[src/rtl/pacman_mover.sv]
// pacman_mover: tile-map sprite movement FSM with buffered turn requests.
// Optional feature macro PACMAN_BLOCK_CNT_EN adds a saturating blocked_cnt output.
module pacman_mover #(
  parameter int START_X = 16,
  parameter int START_Y = 16,
  parameter int STEP    = 1
) (
  input  logic       clk,
  input  logic       rst_n,
  input  logic       move_tick,
  input  logic [1:0] dir_req,
  input  logic       dir_req_vld,
  output logic [9:0] q_x,
  output logic [8:0] q_y,
  input  logic       q_wall,
  output logic [9:0] pos_x,
  output logic [8:0] pos_y,
  output logic [1:0] cur_dir,
  output logic       moving,
  output logic       busy,
  output logic       done
`ifdef PACMAN_BLOCK_CNT_EN
  ,
  output logic [15:0] blocked_cnt
`endif
);

  localparam logic [2:0] IDLE   = 3'd0;
  localparam logic [2:0] SETUP  = 3'd1;
  localparam logic [2:0] CHK_A  = 3'd2;
  localparam logic [2:0] CHK_B  = 3'd3;
  localparam logic [2:0] COMMIT = 3'd4;
  localparam logic [2:0] STOP   = 3'd5;

  localparam logic [1:0] DIR_UP    = 2'd0;
  localparam logic [1:0] DIR_DOWN  = 2'd1;
  localparam logic [1:0] DIR_LEFT  = 2'd2;
  localparam logic [1:0] DIR_RIGHT = 2'd3;

  localparam logic signed [10:0] STEP_S   = 11'(STEP);
  localparam logic signed [10:0] EDGE_OFS = 11'sd15;
  localparam logic signed [10:0] MAX_X    = 11'sd639;
  localparam logic signed [10:0] MAX_Y    = 11'sd479;
  localparam logic [9:0]         START_XV = 10'(START_X);
  localparam logic [8:0]         START_YV = 9'(START_Y);

  logic [2:0]         state;
  logic               pend;
  logic [1:0]         req;
  logic [1:0]         cand;
  logic               evalPend;
  logic               oob;
  logic               wallA;
  logic signed [10:0] nx;
  logic signed [10:0] ny;
  logic signed [10:0] propX;
  logic signed [10:0] propY;
  logic               propOob;
  logic               effPend;
  logic [1:0]         effReq;

  // Leading-edge corners: side A is the first probe, side B the second.
  function automatic logic [9:0] cornerX(input logic signed [10:0] x, input logic [1:0] d,
                                         input logic sideB);
    logic signed [10:0] cx;
    cx = x;
    if (d == DIR_RIGHT || (sideB && (d == DIR_UP || d == DIR_DOWN)))
      cx = x + EDGE_OFS;
    return cx[9:0];
  endfunction

  function automatic logic [8:0] cornerY(input logic signed [10:0] y, input logic [1:0] d,
                                         input logic sideB);
    logic signed [10:0] cy;
    cy = y;
    if (d == DIR_DOWN || (sideB && (d == DIR_LEFT || d == DIR_RIGHT)))
      cy = y + EDGE_OFS;
    return cy[8:0];
  endfunction

  always_comb begin
    propX = signed'({1'b0, pos_x});
    propY = signed'({2'b00, pos_y});
    case (cand)
      DIR_UP:   propY = signed'({2'b00, pos_y}) - STEP_S;
      DIR_DOWN: propY = signed'({2'b00, pos_y}) + STEP_S;
      DIR_LEFT: propX = signed'({1'b0, pos_x}) - STEP_S;
      default:  propX = signed'({1'b0, pos_x}) + STEP_S;
    endcase
    propOob = (propX < 11'sd0) || (propY < 11'sd0) ||
              (propX + EDGE_OFS > MAX_X) || (propY + EDGE_OFS > MAX_Y);
  end

  assign effPend = pend | dir_req_vld;
  assign effReq  = dir_req_vld ? dir_req : req;
  assign busy    = (state != IDLE);

  always_ff @(posedge clk) begin
    if (!rst_n) begin
      state   <= IDLE;
      pos_x   <= START_XV;
      pos_y   <= START_YV;
      cur_dir <= DIR_RIGHT;
      moving  <= 1'b0;
      pend    <= 1'b0;
      req     <= DIR_UP;
      q_x     <= '0;
      q_y     <= '0;
      done    <= 1'b0;
`ifdef PACMAN_BLOCK_CNT_EN
      blocked_cnt <= '0;
`endif
    end else begin
      done <= 1'b0;
      if (dir_req_vld) begin
        pend <= 1'b1;
        req  <= dir_req;
      end
      case (state)
        IDLE: begin
          if (move_tick && (effPend || moving)) begin
            cand     <= effPend ? effReq : cur_dir;
            evalPend <= effPend;
            state    <= SETUP;
          end
        end
        // Off-screen candidates are never probed; they are flagged and forced blocked.
        SETUP: begin
          nx  <= propX;
          ny  <= propY;
          oob <= propOob;
          if (!propOob) begin
            q_x <= cornerX(propX, cand, 1'b0);
            q_y <= cornerY(propY, cand, 1'b0);
          end
          state <= CHK_A;
        end
        CHK_A: begin
          wallA <= q_wall | oob;
          if (!oob) begin
            q_x <= cornerX(nx, cand, 1'b1);
            q_y <= cornerY(ny, cand, 1'b1);
          end
          state <= CHK_B;
        end
        // A blocked buffered turn retries once along the current heading.
        CHK_B: begin
          if (!(wallA || q_wall || oob)) begin
            state <= COMMIT;
          end else if (evalPend && moving && cand != cur_dir) begin
            cand  <= cur_dir;
            state <= SETUP;
          end else begin
            state <= STOP;
          end
        end
        COMMIT: begin
          pos_x   <= nx[9:0];
          pos_y   <= ny[8:0];
          cur_dir <= cand;
          moving  <= 1'b1;
          done    <= 1'b1;
          if (cand == req && !dir_req_vld)
            pend <= 1'b0;
          state <= IDLE;
        end
        STOP: begin
          moving <= 1'b0;
          done   <= 1'b1;
`ifdef PACMAN_BLOCK_CNT_EN
          if (blocked_cnt != 16'hFFFF)
            blocked_cnt <= blocked_cnt + 16'd1;
`endif
          state <= IDLE;
        end
        default: state <= IDLE;
      endcase
    end
  end

endmodule

[config.mk]
export PLATFORM = sky130hd
export DESIGN_NAME = pacman_mover
export DESIGN_NICKNAME = d
export VERILOG_FILES = /design/src/rtl/pacman_mover.sv
export SDC_FILE = /design/constraint.sdc
export NUM_CORES = 1
export LEC_CHECK = 0
export CAP_MARGIN = 10
export CORE_MARGIN = 8
export CORE_UTILIZATION = 25
export DETAILED_ROUTE_END_ITERATION = 10
export PLACE_DENSITY_LB_ADDON = 0.2
export SKIP_CTS_REPAIR_TIMING = 1
export SYNTH_ARGS = -nofsm -noshare
export SYNTH_HDL_FRONTEND = slang
export SYNTH_SLANG_ARGS = --single-unit
[constraint.sdc]
create_clock -name clk -period 5.3 [get_ports clk]
set_clock_uncertainty 0.2 [all_clocks]
set_input_delay 1.06 -clock clk [delete_from_list [all_inputs] [get_ports clk]]
set_output_delay 1.06 -clock clk [all_outputs]
set_load 0.05 [all_outputs]
; After elaboration in Yosys (flattened, before gate mapping)
; Index checks and enable logic that the tools add are counted.
[classes]
order_cmp = 4
eq_ne = 15
n_bitwise = 2
addsub = 8
n_reduce_logical = 28
mux = 27
[op_table]
columns = op, count
row1 = 11-bit case mux with 2 select lines, 2
row2 = 10-bit two-way mux, 4
row3 = 9-bit two-way mux, 4
row4 = 11-bit by 5-bit adder with 11-bit output (second input constant), 2
row5 = 11-bit by 1-bit < comparator with 1-bit output (second input constant), 2
row6 = 10-bit case mux with 2 select lines, 1
row7 = 9-bit case mux with 2 select lines, 1
row8 = 3-bit case mux with 4 select lines, 1
row9 = 10-bit by 1-bit adder with 11-bit output (second input constant), 1
row10 = 11-bit by 10-bit greater-than comparator with 1-bit output (second input constant), 1
row11 = 11-bit greater-than comparator (second input constant), 1
row12 = 10-bit by 1-bit subtractor with 11-bit output (second input constant), 1
row13 = 10-bit by 5-bit adder with 10-bit output (second input constant), 1
row14 = 9-bit by 1-bit adder with 10-bit output (second input constant), 1
row15 = 1-bit logical OR, 10
row16 = 2-bit two-way mux, 5
row17 = 2-bit inequality test (second input constant), 5
row18 = 9-bit by 1-bit subtractor with 10-bit output (second input constant), 1
row19 = 9-bit by 5-bit adder with 9-bit output (second input constant), 1
row20 = 3-bit two-way mux, 3
row21 = 3-bit by 2-bit equality test with 1-bit output (second input constant), 2
row22 = 3-bit equality test (second input constant), 2
row23 = 3-bit AND reduction, 2
row24 = 2-bit nonzero test, 3
row25 = other kinds (17), 27
[totals]
inputBits = 7
ff_bits = 72

; Longest topological paths before layout
; Gate-level depths: netlist of run 1.
[depth]
ltp_word = 9
ltp_mapped = 18
depth_no_buf = 14

; Worst setup path before layout of run 1
; No wires, ideal clock.
[synth_timing]
kind = flip-flop to flip-flop
from = register cand[0]
to = register q_y[0]
setup_time_ns = 0.134
path_stages_with_launch = 16
n_path_buf = 3
arrival_time_ns = 3.927
period_less_slack_ns = 4.261
setup_slack_ns = 1.039
required_ns = 4.966
path_cell_list = edfxtp_1 -> buf_4 -> nand2b_1 -> buf_2 -> xnor2_1 -> ha_1 -> or4b_1 -> a21o_1 -> and2_1 -> buf_6 -> nor3b_4 -> or4_1 -> mux2_2 -> o211ai_4 -> nor3_1 -> or4_1
[synth_between]
elab_chain_len = 9
word_cells_on_any_way = 25
classes_between = add/sub: 2 / order compare: 4 / eq/ne: 4 / mux: 7 / reduce/logical: 8
[synth_rtl]
columns = item, line_no
row1 = "start, declared", 50  ; logic [1:0] cand;
row2 = "start signal, assigned", 122  ; cand <= effPend ? effReq : cur_dir;
row3 = "start signal, assigned", 151  ; cand <= cur_dir;
row4 = 2-bit by 1-bit equality test with 1-bit output or 2-bit zero test (tied branches), "76, 84"
row5 = 2-bit OR reduction (no source line), n/a
row6 = 11-bit case mux with 2 select lines, 84  ; case (cand)
row7 = 11-bit by 5-bit adder with 11-bit output or 11-bit by 1-bit < comparator with 1-bit output (tied branches), n/a
row8 = 11-bit greater-than comparator or 1-bit logical OR (tied branches), "91, 90"
row9 = 1-bit logical OR, 90  ; propOob = (propX < 11'sd0) || (propY < 11'sd0) ||
row10 = 1-bit logical OR, 91  ; (propX + EDGE_OFS > MAX_X) || (propY + EDGE_OFS > MAX_Y);
row11 = 2-bit inequality test (no source line), n/a
row12 = 3-bit AND reduction (no source line), n/a
row13 = "end signal, assigned", 134  ; q_y <= cornerY(propY, cand, 1'b0);
row14 = "end signal, assigned", 142  ; q_y <= cornerY(ny, cand, 1'b1);
row15 = "end, declared", 14  ; output logic [8:0] q_y,
; Parallel ways exist; a longest one is shown, timed or not. The select of a mux whose other input is x is not followed.
; A chain may end at the register's enable or synchronous reset.

; Worst setup path after layout of run 1
[layout_timing]
from = register cand[0]
to = register q_y[1]
; Same word-level chain as after synthesis.

==> results.md, run 1 <==
- Crit path max-delay family: simple AND/OR/NAND/NOR gates
- FP Rows: 52
- Switching power: 636 uW
- RD Place Congestion: 0.857
- CP arrival: 4.66 ns
- P_leak: 0.00212 uW
- Synthesis-stage register bit count: 72
- Clock buffer count from CTS: 9
- Met3 Routed Length: 964 um
- GRT Util Overall: 12.8%
- Post-synth EDFFs: 24
- Global route overflow: 0
- Post-synthesis cell type with the largest combined area: dfxtp_1
- Crit path max-delay cell type: o211ai_4
- Clk slew on worst S/H paths: 0.06 ns
- Root Buffer: clkbuf_16
- Synth unique cells: 73
- Outcome: complete, no violations
- WL met2: 7380 um
- Rel. slew slack: 31.5%
- Post-Route M1 WL: 7790 um
- Period utilization: 88.0%
- Max frequency: 0.214 GHz
- Detailed-route DRC error count: 0
- Area Overhead vs Synth: 18.4%
- Initial antenna violation count: 0
- Largest fanout on the critical path: 24
- Vias/cell: 5.09
- Pre-antenna DRT Iters: 5
- Vias in the first global route: 4595
- Hold Violations, Final: 0
- Main flop type after synthesis: dfxtp_1
- Post-synthesis sequential area ratio: 32.8%
- Die Wd: 159 um
- Top Metal Used: met4
- Routed WL: 16400 um
- WP data required: 5.30 ns
- CTS tree: yes
- Dpl cell area: 5770 sq um
- Pint: 1190 uW
- Core area: 20200 sq um
- Design area: 6070 sq um
- Register area: 1680 sq um
- Syn Inst Count: 632
- CP Capture Type: flip-flop
- CTS max path bufs: 2
- Hold Crit Class: flip-flop to flip-flop
- PortBufs: 49
- Starting Density: 25.4%
- Comb pwr share: 29.5%
- Layout cells sized above 1: 7.46%
- Tmin final: 4.66 ns
- Cells along the critical path: nand2b_1 > buf_4 > xnor2_1 > ha_1 > or4_1 > nor4b_2 > o21ai_1 > xor2_1 > nand2b_1 > or4_1 > mux2_2 > o211ai_4 > a21o_1 > a211oi_1
- Final setup viols: 0
- Routed wire length per instance: 17.7 um
- Sequential power share: 35.9%
- Largest net degree at the start of global routing: 34
- Setup repair after global routing missed its margin: no
- Clk pwr share: 34.6%
- Number of clock sinks: 72
- Slowest Stage Delay on Critical Path: 0.56 ns
- 1st-iter DRT viols: 358
- Detail Placement HPWL: 12200 um
- Post-Route Setup TNS: 0 ns
- Slew Viols, Final: 0
- Critical Path Source Type: flip-flop
- # Max-Cap Violations: 0
- Routed vias: 4721
- Post-Syn Area: 5130 sq um
- N_diodes: 0
- I/O pin total: 50
- VDD IR max: 107 uV
- Yosys warns: 0
- Switching share of power: 34.9%
- First-pass GRT wire length: 25900 um
- Syn_area_per_cell: 8.12 sq um
- Clk_lat worst skew: 0.34 ns
- Pwr/cell area: 300 nW/um^2
- Kind of critical path: flip-flop to flip-flop
- DRT antenna net count: 0
- Syn Nets: 648
- Area used by multi-input combinational logic: 3050 sq um
- Synth top area share: 18.7%
- Worst Max-Slew Pin Slew: 1.03 ns
- Final-layout fill cell count: 2175
- H-tree Lvls: 3
- DIE AREA: 25400 sq um
- Worst Path Buf+Inv: 1
- Async SR Flop Fraction: 0%
- Fin nets: 668
- Synth top area cells: dfxtp_1 19%, edfxtp_1 14%, nand2_1 5.8%, xnor2_1 5.3%, a21oi_1 4.3%
- Die Height: 159 um
==> cells by family (layout without fill, tap and decap cells) <==
group | Yosys count | after routing | share of synthesized area, %
and+or+nand+nor | 253 | 253 | 26.5
AOI/OAI and AO/OA | 153 | 153 | 20.6
buffers and inverters | 89 | 114 | 7.76
DFF | 72 | 72 | 32.8
xor gates and xnor gates | 50 | 50 | 8.95
adders and majority gates | 9 | 9 | 2.20
muxes | 6 | 6 | 1.20
==> power by group through the flow <==
stage               Sequential, uW  Clock, uW  Combinational [uW]
global route                   662        666                 584
detailed placement             667          0                 537
CTS                            655        648                 539
global placement               666          0                 534
floorplan                      746          0                 305
finish                         654        631                 537
==> cell usage in the layout (no fill, tap or decap), drive strengths merged, types with 5 or more instances in the layout <==
| cell type | n |
|---|---|
| nand2 | 79 |
| clkdlybuf4s50 | 49 |
| dfxtp | 48 |
| a21oi | 46 |
| inv | 43 |
| nor2 | 42 |
| xnor2 | 32 |
| a211oi | 31 |
| edfxtp | 24 |
| o21ai | 22 |
| nor3 | 21 |
| xor2 | 17 |
| nand3 | 17 |
| clkbuf | 15 |
| nor4 | 14 |
| nand4 | 11 |
| nand2b | 9 |
| or3 | 9 |
| and3 | 9 |
| ha | 9 |
| o211ai | 9 |
| nor2b | 6 |
| buf | 6 |
| o21a | 6 |
| or4 | 6 |
| a22o | 5 |
| mux2i | 5 |
| or2 | 5 |
| nor4b | 5 |
==> synth_stat cells (all sizes together), types with 5 or more instances <==
cell type and number:
a211oi 31, a21oi 46, a22o 5, and3 9
buf 20, clkbuf 26, dfxtp 48, edfxtp 24
ha 9, inv 42, mux2i 5, nand2 79
nand2b 9, nand3 17, nand4 11, nor2 42
nor2b 6, nor3 21, nor4 14, nor4b 5
o211ai 9, o21a 6, o21ai 22, or2 5
or3 9, or4 6, xnor2 32, xor2 17
==> stage by stage <==
step	cells	hold slack [ns]	utilization (%)	power [uW]	setup WS (ns)
CTS	927	0.262	30.1	1840	0.665
floorplan	632	0.281	-	1050	1.04
detailed placement	911	0.253	28.6	1200	0.692
finish	927	0.254	30.1	1820	0.636
global route	927	0.278	30.1	1910	0.303
global placement	911	0.245	28.6	1200	0.745
==> area by class of cell <==
cell class,count,area share [%]
repair buffers,55,8.82
clock buffers,15,4.92
multi-input cells,471,50.3
clock inverters,1,0.103
inverters,43,2.66
flip-flops and latches,72,27.7
well taps,270,5.56
==> worst min-delay path: cells and delay by family, from the launching register on <==
family	cells	cell delay, ns
flip-flops	1	0.31
buffers and inverters	1	0.05
AO/OA/AOI/OAI	1	0.05
==> flip-flops by register name, indices dropped and copies added, names as in the netlist <==
name	cells
cand	2
cur_dir	2
done	1
evalPend	1
moving	1
nx	10
ny	9
oob	1
pend	1
pos_x	10
pos_y	9
q_x	10
q_y	9
req	2
state	3
wallA	1
==> worst paths after layout <==
check,cells after the start,endpoint,slack (ns),startpoint
hold / removal,2,q_x[3]$_SDFFE_PN0P_,0.25,q_x[3]$_SDFFE_PN0P_
setup reg to reg,14,q_y[1]$_SDFFE_PN0P_,0.64,cand[0]$_DFFE_PP_
hold reg to reg,2,q_x[3]$_SDFFE_PN0P_,0.25,q_x[3]$_SDFFE_PN0P_
setup / recovery,14,q_y[1]$_SDFFE_PN0P_,0.64,cand[0]$_DFFE_PP_
==> metal layers <==
layer  track usage, %  vias to the layer above
met1             17.0                     2251
li1                 -                     2308
met2             20.1                      142
met3             2.79                       20
met4             4.37                        0
met5                0                        -
Note: power is estimated with default switching activity, not from simulation.
==> run 2: changes to the inputs <==
==> constraint.sdc (replaced) <==
create_clock -name clk -period 4.35 [get_ports clk]
set_clock_uncertainty 0.2 [all_clocks]
set_input_delay 0.87 -clock clk [delete_from_list [all_inputs] [get_ports clk]]
set_output_delay 0.87 -clock clk [all_outputs]
set_load 0.05 [all_outputs]
==> run 2 against run 1 <==
Effect of this change: final area increased by 2.3%; maximum frequency up 12%; setup slack lost 0.44 ns; total power up 21%; via count down 0.64%; core utilization up 0.71 points; worst hold slack worse by 0.0012 ns; critical path type unchanged; largest power group unchanged.
==> results.md, run 2 (synthesized netlist as in run 1, its figures left out) <==
- Die Height: 159 um
- Commonest non-fill, non-tap cell in the layout: nand2_1
- Kind of critical path: flip-flop to flip-flop
- Fin nets: 689
- Largest fanout on the critical path: 14
- Clock buffer count from CTS: 9
- Cells along the critical path: nand2b_1 > xnor2_1 > ha_1 > or4b_1 > a21o_1 > and2_1 > nor3b_4 > or4_1 > mux2_2 > o211ai_4 > buf_4 > a21o_1 > buf_4 > a211oi_1
- Commonest non-fill, non-tap cells in the layout: 79 x nand2_1, 49 x clkdlybuf4s50_1, 48 x dfxtp_1
- Vias in the first global route: 4600
- Slowest Stage Delay on Critical Path: 0.51 ns
- Slew Viols, Final: 0
- P_leak: 0.00222 uW
- Area Overhead vs Synth: 21.2%
- Global route overflow: 0
- Tmin final: 4.16 ns
- CP arrival: 4.14 ns
- H-tree Lvls: 3
- Clk slew on worst S/H paths: 0.06 ns
- Core area: 20200 sq um
- Die Wd: 159 um
- VDD IR max: 150 uV
- Rel. slew slack: 37.6%
- Layout cells sized above 1: 10.2%
- Final setup viols: 0
- WP data required: 4.33 ns
- Routed vias: 4691
- CTS tree: yes
- DRT antenna net count: 0
- Outcome: complete, no violations
- Final-layout fill cell count: 2127
- Worst Max-Slew Pin Slew: 0.936 ns
- GRT Util Overall: 12.6%
- CP Capture Type: flip-flop
- Vias/cell: 4.95
- Crit path max-delay cell type: or4_1
- CTS max path bufs: 2
- WHS: 0.253 ns
- Max frequency: 0.241 GHz
- DIE AREA: 25400 sq um
- Detailed-route DRC error count: 0
- Critical Path Source Type: flip-flop
- Post-Route Setup TNS: 0 ns
- Period utilization: 95.6%
- Routed WL: 16200 um
- First-pass GRT wire length: 25900 um
- Clk_lat worst skew: 0.34 ns
- Number of clock sinks: 72
- RD Place Congestion: 0.870
- 1st-iter DRT viols: 308
- Initial antenna violation count: 0
- Hold Violations, Final: 0
- Pwr/cell area: 356 nW/um^2
- Largest net degree at the start of global routing: 30
- # Max-Cap Violations: 0
- Routed wire length per instance: 17.1 um
- PortBufs: 49
- Largest registers: nx: 10 flops, pos_x: 10 flops, q_x: 10 flops
- Pre-antenna DRT Iters: 6
- FP Rows: 52
- Setup repair after global routing missed its margin: no
- I/O pin total: 50
- Starting Density: 25.4%
- Hold Crit Class: flip-flop to flip-flop
- Detail Placement HPWL: 12400 um
- N_diodes: 0
- Root Buffer: clkbuf_16
run 2: changes by cell type in the layout (fill, tap and decap cells not counted), sizes merged:
cell / change
inv: -1
clkbuf: -3
bufinv: +1
clkinv: +3
buf: +21
run 2: area by class of cell:
cell class,count,area [sq um],area share (%)
timing repair buffer,76,693,11.1
multi-input combinational,471,3050,49.1
sequential,72,1680,27.0
inverter,43,161,2.60
tap,270,338,5.43
clock buffer,12,246,3.96
clock inverter,4,43.8,0.704
run 2: stage by stage:
| stage | power [uW] | cell area (sq um) | setup slack, ns | util (%) | instances |
|---|---|---|---|---|---|
| after floorplan | 1280 | 5130 | 0.0888 | - | 632 |
| after global placement | 1480 | 5930 | 0.303 | 29.4 | 932 |
| after detailed placement | 1480 | 5930 | 0.217 | 29.4 | 932 |
| after CTS | 2230 | 6220 | 0.173 | 30.8 | 948 |
| after global routing | 2310 | 6220 | 0.00557 | 30.8 | 948 |
| final | 2210 | 6220 | 0.192 | 30.8 | 948 |
run 2: where the power goes:
group / internal [uW] / switching [uW] / total (uW)
sequential: 753 / 42.5 / 796
clock: 456 / 286 / 742
combinational: 242 / 431 / 673
run 2: worst paths after layout:
check / from / endpoint / slack [ns] / cells after the start
setup / recovery: cand[0]$_DFFE_PP_ / q_y[1]$_SDFFE_PN0P_ / 0.19 / 14
hold / removal: q_x[9]$_SDFFE_PN0P_ / q_x[9]$_SDFFE_PN0P_ / 0.25 / 2
setup reg to reg: cand[0]$_DFFE_PP_ / q_y[1]$_SDFFE_PN0P_ / 0.19 / 14
hold reg to reg: q_x[9]$_SDFFE_PN0P_ / q_x[9]$_SDFFE_PN0P_ / 0.25 / 2
run 2: routing by layer:
| metal | share of wire [%] | GRT usage (%) | wire length (um) | up-vias |
|---|---|---|---|---|
| li1 | - | - | - | 2349 |
| met1 | 47 | 16.4 | 7670 | 2189 |
| met2 | 43 | 19.2 | 7030 | 131 |
| met3 | 6.6 | 3.65 | 1070 | 22 |
| met4 | 2.9 | 5.36 | 473 | 0 |
| met5 | 0 | 0 | 0 | - |
run 2: critical path: cells and delay by family, from the launching register on:
family                     cells  cell delay (ns)
DFF                            1             0.39
AOI/OAI and AO/OA              4             0.73
and+or+nand+nor                5             1.61
xor gates and xnor gates       1             0.14
adders and majority gates      1             0.20
muxes                          1             0.31
buffers and inverters          2             0.41
